## config.mk

```make
export PLATFORM = sky130hd
export DESIGN_NAME = input_skew_buffer_flat
export DESIGN_NICKNAME = d
export VERILOG_FILES = /design/src/rtl/input_skew_buffer_if.sv /design/src/rtl/input_skew_buffer.sv /design/src/flat_wrapper.sv
export SDC_FILE = /design/constraint.sdc
export NUM_CORES = 1
export LEC_CHECK = 0
export CORE_MARGIN = 1
export CORE_UTILIZATION = 52
export DETAILED_ROUTE_END_ITERATION = 6
export PLACE_DENSITY = 0.81
export SETUP_SLACK_MARGIN = 0.02
export SKIP_CTS_REPAIR_TIMING = 1
export SLEW_MARGIN = 30
export SYNTH_ARGS = -nofsm -noshare
export SYNTH_HDL_FRONTEND = slang
export SYNTH_SLANG_ARGS = --single-unit
export TNS_END_PERCENT = 1
```

## constraint.sdc

```tcl
create_clock -name i_clk -period 2 [get_ports i_clk]
set_input_delay 0.4 -clock i_clk [delete_from_list [all_inputs] [get_ports i_clk]]
set_output_delay 0.4 -clock i_clk [all_outputs]
set_load 0.02 [all_outputs]
```

## src/rtl/input_skew_buffer_if.sv

```systemverilog
// ---------------------------------------------------------------------------
// input_skew_buffer_if
//   Groups the router-facing and array-facing signals of input_skew_buffer.
//   Router side : i_data, i_data_valid, i_router_done (into the block),
//                 o_pop_en (out of the block).
//   Array side  : i_array_ready (into the block, 0 = global stall),
//                 o_data, o_data_valid (skewed row data out of the block).
//   Modports:
//     slave  - the skew buffer itself
//     master - the environment driving the skew buffer (router + array)
// ---------------------------------------------------------------------------
interface input_skew_buffer_if #(
  parameter int DATA_WIDTH = 8,
  parameter int ROWS       = 4
);
  logic [ROWS-1:0][DATA_WIDTH-1:0] i_data;
  logic [ROWS-1:0]                 i_data_valid;
  logic                            i_router_done;
  logic                            i_array_ready;
  logic                            o_pop_en;
  logic [ROWS-1:0][DATA_WIDTH-1:0] o_data;
  logic [ROWS-1:0]                 o_data_valid;

  modport slave (
    input  i_data, i_data_valid, i_router_done, i_array_ready,
    output o_pop_en, o_data, o_data_valid
  );

  modport master (
    output i_data, i_data_valid, i_router_done, i_array_ready,
    input  o_pop_en, o_data, o_data_valid
  );
endinterface

```

## src/rtl/input_skew_buffer.sv

```systemverilog
// ---------------------------------------------------------------------------
// input_skew_buffer
//   Pops words from the input router and applies the diagonal skew required
//   by the systolic array: row r passes through r+1 registers, so row 0 has
//   one advance of latency and row ROWS-1 has ROWS. After the router reports
//   completion the pipeline is flushed with bubbles and o_drain_done pulses.
//   i_array_ready=0 stalls (freezes) the whole block.
//
//   Ports:
//     i_clk, i_nrst   clock, asynchronous active-low reset
//     i_en            start request, sampled in IDLE only
//     i_reg_clear     synchronous clear of all state (highest priority)
//     io_bus          router/array handshake and data (slave modport)
//     o_busy          registered, 1 in STREAM and DRAIN
//     o_drain_done    registered one-cycle completion pulse (DONE state)
//     o_beat_count    accepted router beats (any lane valid), saturating
// ---------------------------------------------------------------------------
module input_skew_buffer #(
  parameter int DATA_WIDTH = 8,
  parameter int ROWS       = 4,
  parameter int CNT_WIDTH  = 16
) (
  input  logic                  i_clk,
  input  logic                  i_nrst,
  input  logic                  i_en,
  input  logic                  i_reg_clear,
  input_skew_buffer_if.slave    io_bus,
  output logic                  o_busy,
  output logic                  o_drain_done,
  output logic [CNT_WIDTH-1:0]  o_beat_count
);

  localparam int DRAIN_W = (ROWS > 1) ? $clog2(ROWS) : 1;

  typedef enum logic [1:0] {
    S_IDLE,
    S_STREAM,
    S_DRAIN,
    S_DONE
  } state_t;

  state_t               r_state, w_state_nxt;
  logic [DRAIN_W-1:0]   r_drain_cnt, w_drain_cnt_nxt;
  logic [CNT_WIDTH-1:0] r_beat_count, w_beat_count_nxt;
  logic                 r_done_pend, w_done_pend_nxt;
  logic                 r_busy;
  logic                 r_drain_done;

  logic                 w_adv;
  logic                 w_stream;
  logic                 w_pop_en;

  assign w_adv = io_bus.i_array_ready;

  // -------------------------------------------------------------------------
  // Next-state / control
  // -------------------------------------------------------------------------
  always_comb begin
    w_state_nxt      = r_state;
    w_drain_cnt_nxt  = r_drain_cnt;
    w_beat_count_nxt = r_beat_count;
    w_done_pend_nxt  = r_done_pend;
    w_pop_en         = 1'b0;
    w_stream         = 1'b0;

    case (r_state)
      S_IDLE: begin
        if (i_en) begin
          w_state_nxt      = S_STREAM;
          w_beat_count_nxt = '0;
        end
      end

      S_STREAM: begin
        w_stream = 1'b1;
        w_pop_en = w_adv;
        if (w_adv) begin
          if ((|io_bus.i_data_valid) && (r_beat_count != '1)) begin
            w_beat_count_nxt = r_beat_count + 1'b1;
          end
          // A done seen during a stall is honoured on the next advance;
          // the beat presented on that advance is still captured.
          if (io_bus.i_router_done || r_done_pend) begin
            w_done_pend_nxt = 1'b0;
            if (ROWS == 1) begin
              w_state_nxt = S_DONE;
            end else begin
              w_state_nxt     = S_DRAIN;
              w_drain_cnt_nxt = DRAIN_W'(ROWS - 1);
            end
          end
        end else if (io_bus.i_router_done) begin
          w_done_pend_nxt = 1'b1;
        end
      end

      S_DRAIN: begin
        if (w_adv) begin
          w_drain_cnt_nxt = r_drain_cnt - 1'b1;
          if (r_drain_cnt == DRAIN_W'(1)) begin
            w_state_nxt = S_DONE;
          end
        end
      end

      S_DONE: begin
        w_state_nxt = S_IDLE;
      end

      default: begin
        w_state_nxt = S_IDLE;
      end
    endcase
  end

  // -------------------------------------------------------------------------
  // Control registers
  // -------------------------------------------------------------------------
  always_ff @(posedge i_clk or negedge i_nrst) begin
    if (!i_nrst) begin
      r_state      <= S_IDLE;
      r_drain_cnt  <= '0;
      r_beat_count <= '0;
      r_done_pend  <= 1'b0;
      r_busy       <= 1'b0;
      r_drain_done <= 1'b0;
    end else if (i_reg_clear) begin
      r_state      <= S_IDLE;
      r_drain_cnt  <= '0;
      r_beat_count <= '0;
      r_done_pend  <= 1'b0;
      r_busy       <= 1'b0;
      r_drain_done <= 1'b0;
    end else begin
      r_state      <= w_state_nxt;
      r_drain_cnt  <= w_drain_cnt_nxt;
      r_beat_count <= w_beat_count_nxt;
      r_done_pend  <= w_done_pend_nxt;
      r_busy       <= (w_state_nxt == S_STREAM) || (w_state_nxt == S_DRAIN);
      r_drain_done <= (w_state_nxt == S_DONE);
    end
  end

  // -------------------------------------------------------------------------
  // Skew chains: row r holds r+1 stages, stage 0 in the LSB position.
  // -------------------------------------------------------------------------
  for (genvar r = 0; r < ROWS; r++) begin : g_row
    logic                       w_ld_vld;
    logic [DATA_WIDTH-1:0]      w_ld_data;
    logic [r:0][DATA_WIDTH-1:0] r_sd, w_sd_nxt;
    logic [r:0]                 r_sv, w_sv_nxt;

    // Bubble outside STREAM; invalid lanes carry zero data.
    assign w_ld_vld  = w_stream & io_bus.i_data_valid[r];
    assign w_ld_data = w_ld_vld ? io_bus.i_data[r] : '0;

    if (r == 0) begin : g_single
      assign w_sd_nxt = w_ld_data;
      assign w_sv_nxt = w_ld_vld;
    end else begin : g_chain
      assign w_sd_nxt = {r_sd[r-1:0], w_ld_data};
      assign w_sv_nxt = {r_sv[r-1:0], w_ld_vld};
    end

    always_ff @(posedge i_clk or negedge i_nrst) begin
      if (!i_nrst) begin
        r_sd <= '0;
        r_sv <= '0;
      end else if (i_reg_clear) begin
        r_sd <= '0;
        r_sv <= '0;
      end else if (w_adv) begin
        r_sd <= w_sd_nxt;
        r_sv <= w_sv_nxt;
      end
    end

    assign io_bus.o_data[r]       = r_sd[r];
    assign io_bus.o_data_valid[r] = r_sv[r];
  end

  assign io_bus.o_pop_en = w_pop_en;
  assign o_busy          = r_busy;
  assign o_drain_done    = r_drain_done;
  assign o_beat_count    = r_beat_count;

endmodule
```

## src/flat_wrapper.sv

```systemverilog
// flat-port wrapper written by rule: the top's interface ports become plain ports
module input_skew_buffer_flat 
#(
  parameter int DATA_WIDTH = 8,
  parameter int ROWS       = 4,
  parameter int CNT_WIDTH  = 16
)
  (i_clk, i_nrst, i_en, i_reg_clear, o_busy, o_drain_done, o_beat_count, io_bus_i_data, io_bus_i_data_valid, io_bus_i_router_done, io_bus_i_array_ready, io_bus_o_pop_en, io_bus_o_data, io_bus_o_data_valid);
  input_skew_buffer_if #(.DATA_WIDTH(DATA_WIDTH), .ROWS(ROWS)) io_bus_i ();
  input  logic i_clk;
  input  logic i_nrst;
  input  logic i_en;
  input  logic i_reg_clear;
  output logic o_busy;
  output logic o_drain_done;
  output logic [CNT_WIDTH-1:0] o_beat_count;
  input wire logic [$bits(io_bus_i.i_data)-1:0] io_bus_i_data;
  input wire logic [$bits(io_bus_i.i_data_valid)-1:0] io_bus_i_data_valid;
  input wire logic [$bits(io_bus_i.i_router_done)-1:0] io_bus_i_router_done;
  input wire logic [$bits(io_bus_i.i_array_ready)-1:0] io_bus_i_array_ready;
  output wire logic [$bits(io_bus_i.o_pop_en)-1:0] io_bus_o_pop_en;
  output wire logic [$bits(io_bus_i.o_data)-1:0] io_bus_o_data;
  output wire logic [$bits(io_bus_i.o_data_valid)-1:0] io_bus_o_data_valid;
  assign io_bus_i.i_data = io_bus_i_data;
  assign io_bus_i.i_data_valid = io_bus_i_data_valid;
  assign io_bus_i.i_router_done = io_bus_i_router_done;
  assign io_bus_i.i_array_ready = io_bus_i_array_ready;
  assign io_bus_o_pop_en = io_bus_i.o_pop_en;
  assign io_bus_o_data = io_bus_i.o_data;
  assign io_bus_o_data_valid = io_bus_i.o_data_valid;
  input_skew_buffer #(.DATA_WIDTH(DATA_WIDTH), .ROWS(ROWS), .CNT_WIDTH(CNT_WIDTH)) u_core (.i_clk(i_clk), .i_nrst(i_nrst), .i_en(i_en), .i_reg_clear(i_reg_clear), .io_bus(io_bus_i), .o_busy(o_busy), .o_drain_done(o_drain_done), .o_beat_count(o_beat_count));
endmodule
```

==> results.json <==
{
  "dp.cells": 630,
  "die-area_mm2": 0.01005,
  "crit_path_end_kind": "primary output",
  "clk_latency_ns": 0.50,
  "path_clk_slew_ns": 0.06,
  "drv_slew": 0,
  "num_rows": 35,
  "start_kind": "register",
  "dp_hpwl_um": 7398,
  "final_util_pct": 72.61,
  "skew_ns": 0.005977,
  "finalSetupViolations": 0,
  "antenna_cells": 0,
  "hold_viol": 0,
  "chipWidth_um": 100.2,
  "whs_endpoint": "u_core.r_done_pend",
  "yosysSeqAreaShare_pct": 56.35,
  "grt_max_degree": 43,
  "grt_pass1_vias": 3860,
  "cts_tree": "done",
  "max-cap-violations": 0,
  "slowest_stage": "clkdlybuf4s50_1",
  "netlist_instances": 430,
  "final_antenna_net_count": 0,
  "via_count": 3739,
  "r2r_end": "u_core.o_beat_count[5]",
  "grt_first_pass_wirelength_um": 19200,
  "crit_buf_inv": 1,
  "fin_area_mm2": 0.006741,
  "cp.required_ns": 1.60,
  "syn_area_mm2": 0.005019,
  "start_util_pct": 54.06,
  "ff_latch_area_mm2": 0.002828,
  "rsz0062_at_grt": "no",
  "grt_overflow": 0,
  "drive_above_1_share_pct": 13.67,
  "worstPathArrival_ns": 1.54,
  "drt_first_pass_iters": 4,
  "synthTopCellsByCount": "113 x dfrtp_1, 57 x nor2_1, 55 x mux2i_1",
  "hold_path.class": "in -> reg",
  "routed_wl_um": 11590,
  "r2r_setup_slack_ns": 0.14,
  "place_ws_ns": -0.3691,
  "async_reset_ff_share_pct": 100.0,
  "drc": 0,
  "hold_path_depth": 2,
  "max_freq_ghz": 0.5154,
  "grt_usage_pct": 24.89,
  "syn_area_per_cell_um2": 11.67,
  "cts_made_buffers": 17,
  "antenna_found_initial": 0,
  "port_buffers": 96,
  "multi_input_area_mm2": 0.001872,
  "clock-root-buffer": "clkbuf_8",
  "yosysUniqueCellTypes": 51,
  "ys_warn_count": 0,
  "synth.top_cell.area_share_pct": 56.35,
  "crit_fanout": 2,
  "design.final.nets": 566,
  "drt_iter0_markers": 195,
  "rr_worst_depth": 5,
  "finalNonFillerCells": 663,
  "synth.largest_area_cell": "dfrtp_1",
  "ir_drop_uv": 596.1,
  "cts_buffer_depth": 2,
  "relSlewSlack_pct": 39.38,
  "clock_sinks": 113,
  "total_power_mw": 5.773,
  "cp_top_family": "buffers and inverters",
  "powerDensity_mw_per_mm2": 856.4,
  "synth-seq-cells": 113,
  "ioPinCount": 97,
  "period_needed_ns": 1.940,
  "timing.rr.start": "u_core.o_beat_count[6]",
  "ys_top_cells_by_area": "dfrtp_1 56%, mux2i_1 11%, a22o_1 5.8%",
  "layout_setup_ws_ns": 0.05968,
  "place.gp.congestion": 0.8416,
  "worstSetupStartpoint": "u_core.g_row[2].r_sv[2]",
  "worstSetupPathType": "reg -> out",
  "dieHeight_um": 100.2,
  "cp_cell_sequence": "clkdlybuf4s50_1",
  "postPlaceCellArea_mm2": 0.006076,
  "status": "completed",
  "viasPerCell": 5.640,
  "synth.most_common_cell": "dfrtp_1",
  "worstHoldStart": "i_reg_clear",
  "syn_nets": 475,
  "wl_per_cell_um": 17.48,
  "power.leakage_nw": 3.509,
  "core_area_mm2": 0.009284,
  "ys.flop_type": "dfrtp_1",
  "fin_crit_sh_pct": 97.02,
  "htreeDepth": 4,
  "area_growth_pct": 34.33,
  "cp_slowest_stage_delay_ns": 0.67,
  "num-fill-cells": 648,
  "synth-edff-count": 0,
  "worst_pin_slew_ns": 0.9072
}
area by class of cell:
| cell class | instances | area share [%] |
|---|---|---|
| clock inverters | 14 | 2.635 |
| repair buffers | 124 | 18.63 |
| clock buffers | 18 | 6.347 |
| well taps | 129 | 2.394 |
| inverters | 5 | 0.2784 |
| multi-input cells | 260 | 27.77 |
| flip-flops and latches | 113 | 41.95 |
sequential cells by signal (all words and copies together), names as in the netlist:
| name | flops |
|---|---|
| u_core.r_drain_cnt | 2 |
| u_core.o_busy | 1 |
| u_core.r_done_pend | 1 |
| u_core.g_row.r_sv | 10 |
| u_core.r_state | 2 |
| u_core.o_beat_count | 16 |
| u_core.g_row.r_sd | 56 |
| u_core.o_drain_done | 1 |
| u_core.io_bus.o_data | 24 |
cells in the final DEF (no fill, tap or decap), types with 3 or more instances in the layout:
cell type          n
dfrtp_1          113
clkdlybuf4s50_1   76
nor2_1            56
mux2i_1           55
a22o_1            33
buf_4             25
dlymetal6s2s_1    17
clkbuf_16         16
nand2_1           14
nor3_1            10
nand3_1            8
o21ai_0            6
a21o_1             6
inv_1              5
nor2b_1            5
o22a_1             5
a21oi_1            4
and3_1             4
nor4_1             4
nor3b_1            4
clkinvlp_4         4
inv_6              4
buf_12             4
or4_1              3
a211o_1            3
a2bb2oi_1          3
ha_1               3
bufinv_16          3
where the power goes:
part	leakage (nW)	switching (mW)	internal (mW)
sequential	1.57	0.0201	2.32
combinational	1.65	0.210	0.178
clock	0.285	1.10	1.95
total	3.51	1.33	4.44
stage by stage:
stage / hold slack [ns] / TNS [ns]
6_report: 0.2156 / 0
5_1_grt: 0.2272 / 0
4_1_cts: -0.1106 / -0.7316
3_5_place_dp: 0.4223 / -4.847
3_3_place_gp: 0.4187 / -4.198
2_1_floorplan: 0.1044 / 0
worst max path at each step:
stage / endpoint / slack [ns] / cells after the start
3_5_place_dp: u_core.o_beat_count[13] / -0.37 / 5
5_1_grt: io_bus_o_data_valid[2] / 0.02 / 1
3_3_place_gp: u_core.o_beat_count[13] / -0.34 / 5
6_report: io_bus_o_data_valid[2] / 0.06 / 1
4_1_cts: io_bus_o_pop_en / -0.26 / 2
2_1_floorplan: u_core.o_beat_count[5] / 0.03 / 5
cell families after synthesis:
group	Yosys count	share of synthesized area (%)
simple gates	126	12.94
flops	113	56.35
compound gates	76	12.34
buf+inv	57	6.657
mux	55	10.97
fa+ha+maj	3	0.7480
routing by layer:
layer | global-route usage (%) | wire [µm] | share of wire [%] | vias up
li1 | - | - | - | 1708
met3 | 7.173 | 712 | 6.1 | 12
met5 | 0 | 0 | 0 | -
met4 | 9.142 | 152 | 1.3 | 0
met2 | 39.25 | 5718 | 49 | 135
met1 | 32.93 | 5009 | 43 | 1884
No activity file was read; power rests on OpenSTA's default activity.
